--- src/rtl/seq_alu_pkg.sv ---
// Shared opcode and FSM encodings for the sequential ALU and its testbench.
package seq_alu_pkg;

    localparam logic [1:0] OP_ADD = 2'b00;
    localparam logic [1:0] OP_SUB = 2'b01;
    localparam logic [1:0] OP_MUL = 2'b10;
    localparam logic [1:0] OP_AND = 2'b11;

    typedef enum logic [1:0] {
        S_IDLE = 2'd0,
        S_MUL  = 2'd1,
        S_DONE = 2'd2
    } state_t;

endpackage

--- src/rtl/seq_alu_shift_add_step.sv ---
// One combinational iteration of the unsigned shift-add multiplier.
module shift_add_step #(
    parameter int p_width = 4
) (
    input  logic [2*p_width-1:0] i_w_acc,
    input  logic [2*p_width-1:0] i_w_mcand,
    input  logic [p_width-1:0]   i_w_mplier,
    output logic [2*p_width-1:0] o_w_acc,
    output logic [2*p_width-1:0] o_w_mcand,
    output logic [p_width-1:0]   o_w_mplier
);

    assign o_w_acc    = i_w_mplier[0] ? (i_w_acc + i_w_mcand) : i_w_acc;
    assign o_w_mcand  = i_w_mcand << 1;
    assign o_w_mplier = i_w_mplier >> 1;

endmodule

--- src/rtl/seq_alu.sv ---
// Handshaked multi-cycle ALU: add/sub/and finish in one cycle, mul iterates
// one partial product per clock.
//   state  | meaning
//   S_IDLE | ready for a request
//   S_MUL  | shift-add iterations in progress
//   S_DONE | result valid, waiting for the sink
module seq_alu
    import seq_alu_pkg::*;
#(
    parameter int p_width = 4
) (
    input  logic                 i_w_clk,
    input  logic                 i_w_reset,
    input  logic                 i_w_valid,
    output logic                 o_w_ready,
    input  logic [p_width-1:0]   i_w_a,
    input  logic [p_width-1:0]   i_w_b,
    input  logic [1:0]           i_w_op,
    output logic [2*p_width-1:0] o_w_out,
    output logic                 o_w_valid,
    input  logic                 i_w_out_ready
);

    localparam int OW = 2 * p_width;
    localparam int CW = $clog2(p_width + 1);

    state_t              r_state;
    logic                r_ready;
    logic                r_valid;
    logic [OW-1:0]       r_out;
    logic [OW-1:0]       r_acc;
    logic [OW-1:0]       r_mcand;
    logic [p_width-1:0]  r_mplier;
    logic [CW-1:0]       r_cnt;

    logic [p_width:0]    w_sum;
    logic [p_width:0]    w_diff;
    logic [OW-1:0]       w_result;
    logic [OW-1:0]       w_acc_nxt;
    logic [OW-1:0]       w_mcand_nxt;
    logic [p_width-1:0]  w_mplier_nxt;

    assign w_sum  = {1'b0, i_w_a} + {1'b0, i_w_b};
    assign w_diff = {1'b0, i_w_a} - {1'b0, i_w_b};

    // Single-cycle results; the subtract keeps its borrow as a sign bit.
    always_comb begin
        w_result = '0;
        case (i_w_op)
            OP_ADD:  w_result = {{(p_width-1){1'b0}}, w_sum};
            OP_SUB:  w_result = {{(p_width-1){w_diff[p_width]}}, w_diff};
            OP_AND:  w_result = {{p_width{1'b0}}, i_w_a & i_w_b};
            default: w_result = '0;
        endcase
    end

    shift_add_step #(.p_width(p_width)) u_step (
        .i_w_acc    (r_acc),
        .i_w_mcand  (r_mcand),
        .i_w_mplier (r_mplier),
        .o_w_acc    (w_acc_nxt),
        .o_w_mcand  (w_mcand_nxt),
        .o_w_mplier (w_mplier_nxt)
    );

    always_ff @(posedge i_w_clk) begin
        if (i_w_reset) begin
            r_state  <= S_IDLE;
            r_ready  <= 1'b1;
            r_valid  <= 1'b0;
            r_out    <= '0;
            r_acc    <= '0;
            r_mcand  <= '0;
            r_mplier <= '0;
            r_cnt    <= '0;
        end else begin
            case (r_state)
                S_IDLE: begin
                    if (i_w_valid) begin
                        r_ready <= 1'b0;
                        if (i_w_op == OP_MUL) begin
                            r_acc    <= '0;
                            r_mcand  <= OW'(i_w_a);
                            r_mplier <= i_w_b;
                            r_cnt    <= CW'(p_width);
                            r_state  <= S_MUL;
                        end else begin
                            r_out   <= w_result;
                            r_valid <= 1'b1;
                            r_state <= S_DONE;
                        end
                    end
                end
                S_MUL: begin
                    r_acc    <= w_acc_nxt;
                    r_mcand  <= w_mcand_nxt;
                    r_mplier <= w_mplier_nxt;
                    r_cnt    <= r_cnt - CW'(1);
                    if (r_cnt == CW'(1)) begin
                        r_out   <= w_acc_nxt;
                        r_valid <= 1'b1;
                        r_state <= S_DONE;
                    end
                end
                S_DONE: begin
                    if (i_w_out_ready) begin
                        r_valid <= 1'b0;
                        r_ready <= 1'b1;
                        r_state <= S_IDLE;
                    end
                end
                default: begin
                    r_state <= S_IDLE;
                    r_ready <= 1'b1;
                    r_valid <= 1'b0;
                end
            endcase
        end
    end

    assign o_w_ready = r_ready;
    assign o_w_valid = r_valid;
    assign o_w_out   = r_out;

endmodule
--- config.mk ---
export PLATFORM = sky130hd
export DESIGN_NAME = seq_alu
export DESIGN_NICKNAME = d
export VERILOG_FILES = /design/src/rtl/seq_alu_pkg.sv /design/src/rtl/seq_alu_shift_add_step.sv /design/src/rtl/seq_alu.sv
export SDC_FILE = /design/constraint.sdc
export NUM_CORES = 1
export LEC_CHECK = 0
export ABC_CLOCK_PERIOD_IN_PS = 2800
export CAP_MARGIN = 20
export CORE_MARGIN = 1.5
export CORE_UTILIZATION = 55
export CTS_CLUSTER_SIZE = 16
export DETAILED_ROUTE_END_ITERATION = 10
export PLACE_DENSITY = 0.89
export SYNTH_ARGS = -nofsm -noshare
export SYNTH_HDL_FRONTEND = slang
export SYNTH_SLANG_ARGS = --single-unit
--- constraint.sdc ---
create_clock -name i_w_clk -period 2.8 [get_ports i_w_clk]
set_input_delay 0.28 -clock i_w_clk [delete_from_list [all_inputs] [get_ports i_w_clk]]
set_output_delay 0.28 -clock i_w_clk [all_outputs]
set_load 0.02 [all_outputs]
# Word-level counts from Yosys, hierarchy flattened
# Cells that the tools add are included.
# totals
reg_bits	35
input_bits	14
output_inout_bits	10
word_cells	64
# classes
n_addsub	4
eq_ne	11
mux	31
bitwise_logic	2
n_reduce_logical	8
# op_table
op	n
8-bit two-way mux	8
8-bit one-hot mux with 2 select lines	3
8-bit one-hot mux with 3 select lines	1
2-bit != test (second input constant)	5
3-bit AND reduction	3
8-bit adder	1
2-bit two-way mux	4
4-bit two-way mux	2
4-bit one-hot mux with 2 select lines	1
4-bit AND reduction	2
2-bit equality test (second input constant)	3
1-bit two-way mux	6
3-bit two-way mux	2
1-bit one-hot mux with 3 select lines	2
2-bit one-hot mux with 3 select lines	1
3-bit one-hot mux with 2 select lines	1
4-bit by 4-bit adder with 5-bit output	1
4-bit by 4-bit subtractor with 5-bit output	1
4-bit bitwise AND	1
2-bit by 1-bit equality test with 1-bit output (second input constant)	2
2-bit logical NOT	2
3-bit by 1-bit equality test with 1-bit output (second input constant)	1
3-bit by 1-bit subtractor with 3-bit output (second input constant)	1
2-bit nonzero test	1
1-bit inverter	1

# Depth between registers and ports, before layout
# depth
ltp_word	5
depth_mapped	9
mapped_depth_nobuf	9

# Cells and area by module
# A second synthesis with hierarchy kept.
# unflattened
cells_unflattened	292
hier_area_um2	2397.3
# by_module_without_submodules
mod	n_inst	cells_each	area_each_um2	seq_area_each_um2
seq_alu	1	222	1858.0	700.7
shift_add_step	1	70	539.3	0.0

# Worst setup path before layout
# OpenSTA, ideal clock, no wires.
# synth_timing
path_type	flip-flop to flip-flop
start	register r_acc[0]
end	register r_out[6], in the netlist o_w_out[6]
setup_ns	0.134
arrival_ns	1.847
t_required_ns	2.666
setup_slack_ns	0.819
stages_incl_launch_ff	8
path_buffers	0
synth_period_minus_slack_ns	1.981
cell_sequence	dfxtp_1 -> ha_1 -> fa_1 -> a211oi_1 -> nor2_1 -> or4_1 -> nand4b_1 -> a211oi_1
# synth_via
elab_chain_len	4
# synth_lines
item	line	source
start, declared	seq_alu.sv:31	logic [OW-1:0] r_acc;
start signal, assigned	seq_alu.sv:95	r_acc <= w_acc_nxt;
8-bit adder	seq_alu_shift_add_step.sv:13	assign o_w_acc = i_w_mplier[0] ? (i_w_acc + i_w_mcand) : i_w_acc;
8-bit two-way mux	seq_alu_shift_add_step.sv:13	
8-bit two-way mux	seq_alu.sv:99	if (r_cnt == CW'(1)) begin
8-bit one-hot mux with 2 select lines	seq_alu.sv:77	case (r_state)
end signal, assigned	seq_alu.sv:88	r_out <= w_result;
end signal, assigned	seq_alu.sv:100	r_out <= w_acc_nxt;
end, declared	seq_alu.sv:30	logic [OW-1:0] r_out;
# No other way between the ends. The select of a mux whose other input is x is not followed.
# A chain may end at the register's enable or synchronous reset.

# Final worst setup path
# Ends and elaborated chain as after synthesis.

==> results.cfg <==
[status]
status = completed

[worst_setup_path]
cp_top_family = simple AND/OR/NAND/NOR gates
crit_slowest_cell = or4_1
critPathRequiredTime_ns = 2.96
arrival_ns = 2.36
crit_type = flop to flop
timing.rr.start = r_acc[0]
path_common_cell = a211oi_1
cp-start-kind = flop
r2r_end = o_w_out[6]
end_kind = flop
crit_buf_inv = 0
worstPathCellList = ha_1, fa_1, a211oi_1, nor2_1, or4_1, nand4b_1, a211oi_1
reg2regPathDepth = 7
cp_max_fo = 3
reg2reg_slack_ns = 0.60
crit_path_max_incr_delay_ns = 0.46

[layout]
fin_nets = 329
nFillCells = 305
diodes = 0
syn_to_final_growth_pct = 15.9
drive_gt1_share_pct = 7.46

[clock_tree]
cts_setup_buffers = 0
ctsHoldBuffers = 0
clkSlewWorstSetupHoldPaths_ns = 0.07
htreeDepth = 2
cts-resized-gates = 0
root_buffer = clkbuf_8
cts_sinks = 35
clockBufferDepth = 2
tritoncts.num_buffers = 5
cts_tree = done
clk_latency_ns = 0.29

[logic_synthesis]
synth_top_area_share_pct = 31.5
ys_top_cells_by_count = 42 x nor2_1, 35 x dfxtp_1, 26 x nand2_1, 18 x a21oi_1, 17 x ha_1
synth_top_flop_cell = dfxtp_1
netlist_area_um2 = 2220
seq_area_frac_synth_pct = 31.5
synthArstFlopShare_pct = 0
ys_top_cells_by_area = dfxtp_1 32%, ha_1 9.6%, nor2_1 7.1%
ys.warnings.count = 0
syn_nets = 307
avgSynthCellArea_um2 = 8.14
synth_most_common_cell = nor2_1
synth_cell_types = 52
synth_edf_count = 0
synth-seq-cells = 35
yosys.area.top_type = dfxtp_1
syn_inst = 273

[sta]
fmax_ghz = 0.455
slew_headroom_pct = 63.2
tns_ns = 0
fin_skew_ns = 0.00943
tightest_slew_ns = 0.552
fin_ws_ns = 0.601
final-setup-viol-count = 0
rsz0062_at_grt = no
slew_violations = 0
final_hold_viol_count = 0
timing.final.crit_share_pct = 78.5
min_period_ns = 2.20

[routing]
first_iter_violations = 253
first_pass_iters = 4
finalWirelength_mm = 5.34
antenna_left = 0
vias = 2087
via_per_inst = 6.08
avgRoutedWirePerCell_um = 15.6
route.detailed.drc = 0

[power]
sw_frac_of_total_pct = 30.8
peakVddDrop_mv = 0.295
p_int_uw = 854
pwr_density_cell_nw_per_um2 = 480
combinationalPowerShare_pct = 23.9
leakage_nw = 1.01
pwr-share-seq_pct = 45.8
clock_power_share_pct = 30.4
p_switching_uw = 381

[floorplan]
die-area_um2 = 4430
die_h_um = 66.6
core_um2 = 3770
fp-row-count = 22
floorplan.initialDensity_pct = 58.9
io_pins = 24
dieWidth_um = 66.6

[run]
max_cap_viol_count = 0

[global_routing]
track_usage_pct = 26.2
grt_first_pass_wirelength_mm = 8.86
grt_pass1_vias = 1978
overflow = 0
grt_antenna_before_repair = 0
grt_max_degree = 26

[hold_path]
hold_start = o_w_out[2]
hold_depth = 2
min_to = o_w_out[2]
hp-class = flop to flop

[placed_design]
detailedPlace.worstSlack_ns = 0.395
port_buffers = 23
place_hpwl_mm = 3.92
place_congestion = 0.904
==> layout make-up <==
cell class	instances	area (µm²)	share of cell area [%]
multi-input combinational	213	1410	54.9
sequential	35	701	27.2
timing repair buffer	28	268	10.4
clock buffer	6	82.6	3.21
tap	48	60.1	2.33
inverter	12	45.0	1.75
clock inverter	1	5.00	0.194
==> layer usage <==
| layer | global-route usage [%] | vias up | wire (µm) |
|---|---|---|---|
| met2 | 44.0 | 69 | 2600 |
| met1 | 33.4 | 973 | 2410 |
| met5 | 0 | - | 0 |
| met4 | 9.18 | 0 | 87 |
| li1 | - | 1032 | - |
| met3 | 4.73 | 13 | 236 |
==> layout by cell type, fill, tap and decap left out, drive strengths merged, types with 2 or more instances in the layout <==
cell type / netlist / routed
nand3: 3 / 3
nand2b: 4 / 4
a31oi: 6 / 6
a22oi: 8 / 8
a21o: 5 / 5
inv: 12 / 12
clkbuf: 4 / 6
o21ai: 17 / 17
a21oi: 20 / 20
dfxtp: 35 / 35
or3: 2 / 2
nor2b: 7 / 7
mux2: 2 / 2
nand2: 26 / 26
buf: 9 / 5
nor3: 4 / 4
nor2: 42 / 42
o211ai: 4 / 4
nor4b: 2 / 2
xor2: 2 / 2
ha: 17 / 17
clkdlybuf4s50: 0 / 23
a311oi: 6 / 6
a2bb2oi: 4 / 4
mux2i: 3 / 3
a211oi: 5 / 5
nor3b: 3 / 3
or4: 2 / 2
fa: 3 / 3
==> worst max path at each step <==
stage                         from         end  slack (ns)  cells past startpoint
after floorplan           r_acc[0]  o_w_out[6]        0.82                      7
after global placement    i_w_a[0]  o_w_out[1]        0.50                     10
after detailed placement  i_w_a[0]  o_w_out[1]        0.39                     10
after CTS                 r_acc[0]  o_w_out[6]        0.62                      7
after global routing      r_acc[0]  o_w_out[6]        0.49                      7
final                     r_acc[0]  o_w_out[6]        0.60                      7
==> kinds of logic after synthesis <==
logic type / synth area share, %
buffers and inverters: 4.84
muxes: 2.36
and+or+nand+nor: 21.7
DFF: 31.5
adders and majority gates: 12.3
AOI/OAI and AO/OA: 26.1
xor gates and xnor gates: 1.18
==> state kept, by name, summed over array words and instances (netlist names) <==
name	cells
r_mplier	4
r_cnt	3
o_w_ready	1
o_w_valid	1
o_w_out	8
r_state	2
r_mcand	8
r_acc	8
==> worst min-delay path: cells and delay by family, from the launching register on <==
family	cells	cell delay, ns
flops	1	0.31
simple gates	1	0.05
compound gates	1	0.05
==> power by group through the flow <==
stage / Combinational, mW / Clock [mW] / Sequential, mW
after floorplan: 0.183 / 0 / 0.580
after CTS: 0.292 / 0.375 / 0.565
after global routing: 0.325 / 0.397 / 0.570
final: 0.295 / 0.375 / 0.566
after global placement: 0.281 / 0 / 0.575
after detailed placement: 0.290 / 0 / 0.576
==> through the flow <==
| step | util [%] | hold WS (ns) | area (µm²) | instances | power [mW] |
|---|---|---|---|---|---|
| 6_report | 68.3 | 0.455 | 2570 | 343 | 1.24 |
| 5_1_grt | 68.3 | 0.468 | 2570 | 343 | 1.29 |
| 4_1_cts | 68.3 | 0.456 | 2570 | 343 | 1.23 |
| 3_5_place_dp | 66.0 | 0.447 | 2490 | 336 | 0.867 |
| 3_3_place_gp | 66.0 | 0.443 | 2490 | 336 | 0.856 |
| 2_1_floorplan | - | 0.402 | 2220 | 273 | 0.763 |
Note: power is estimated with default switching activity, not from simulation.
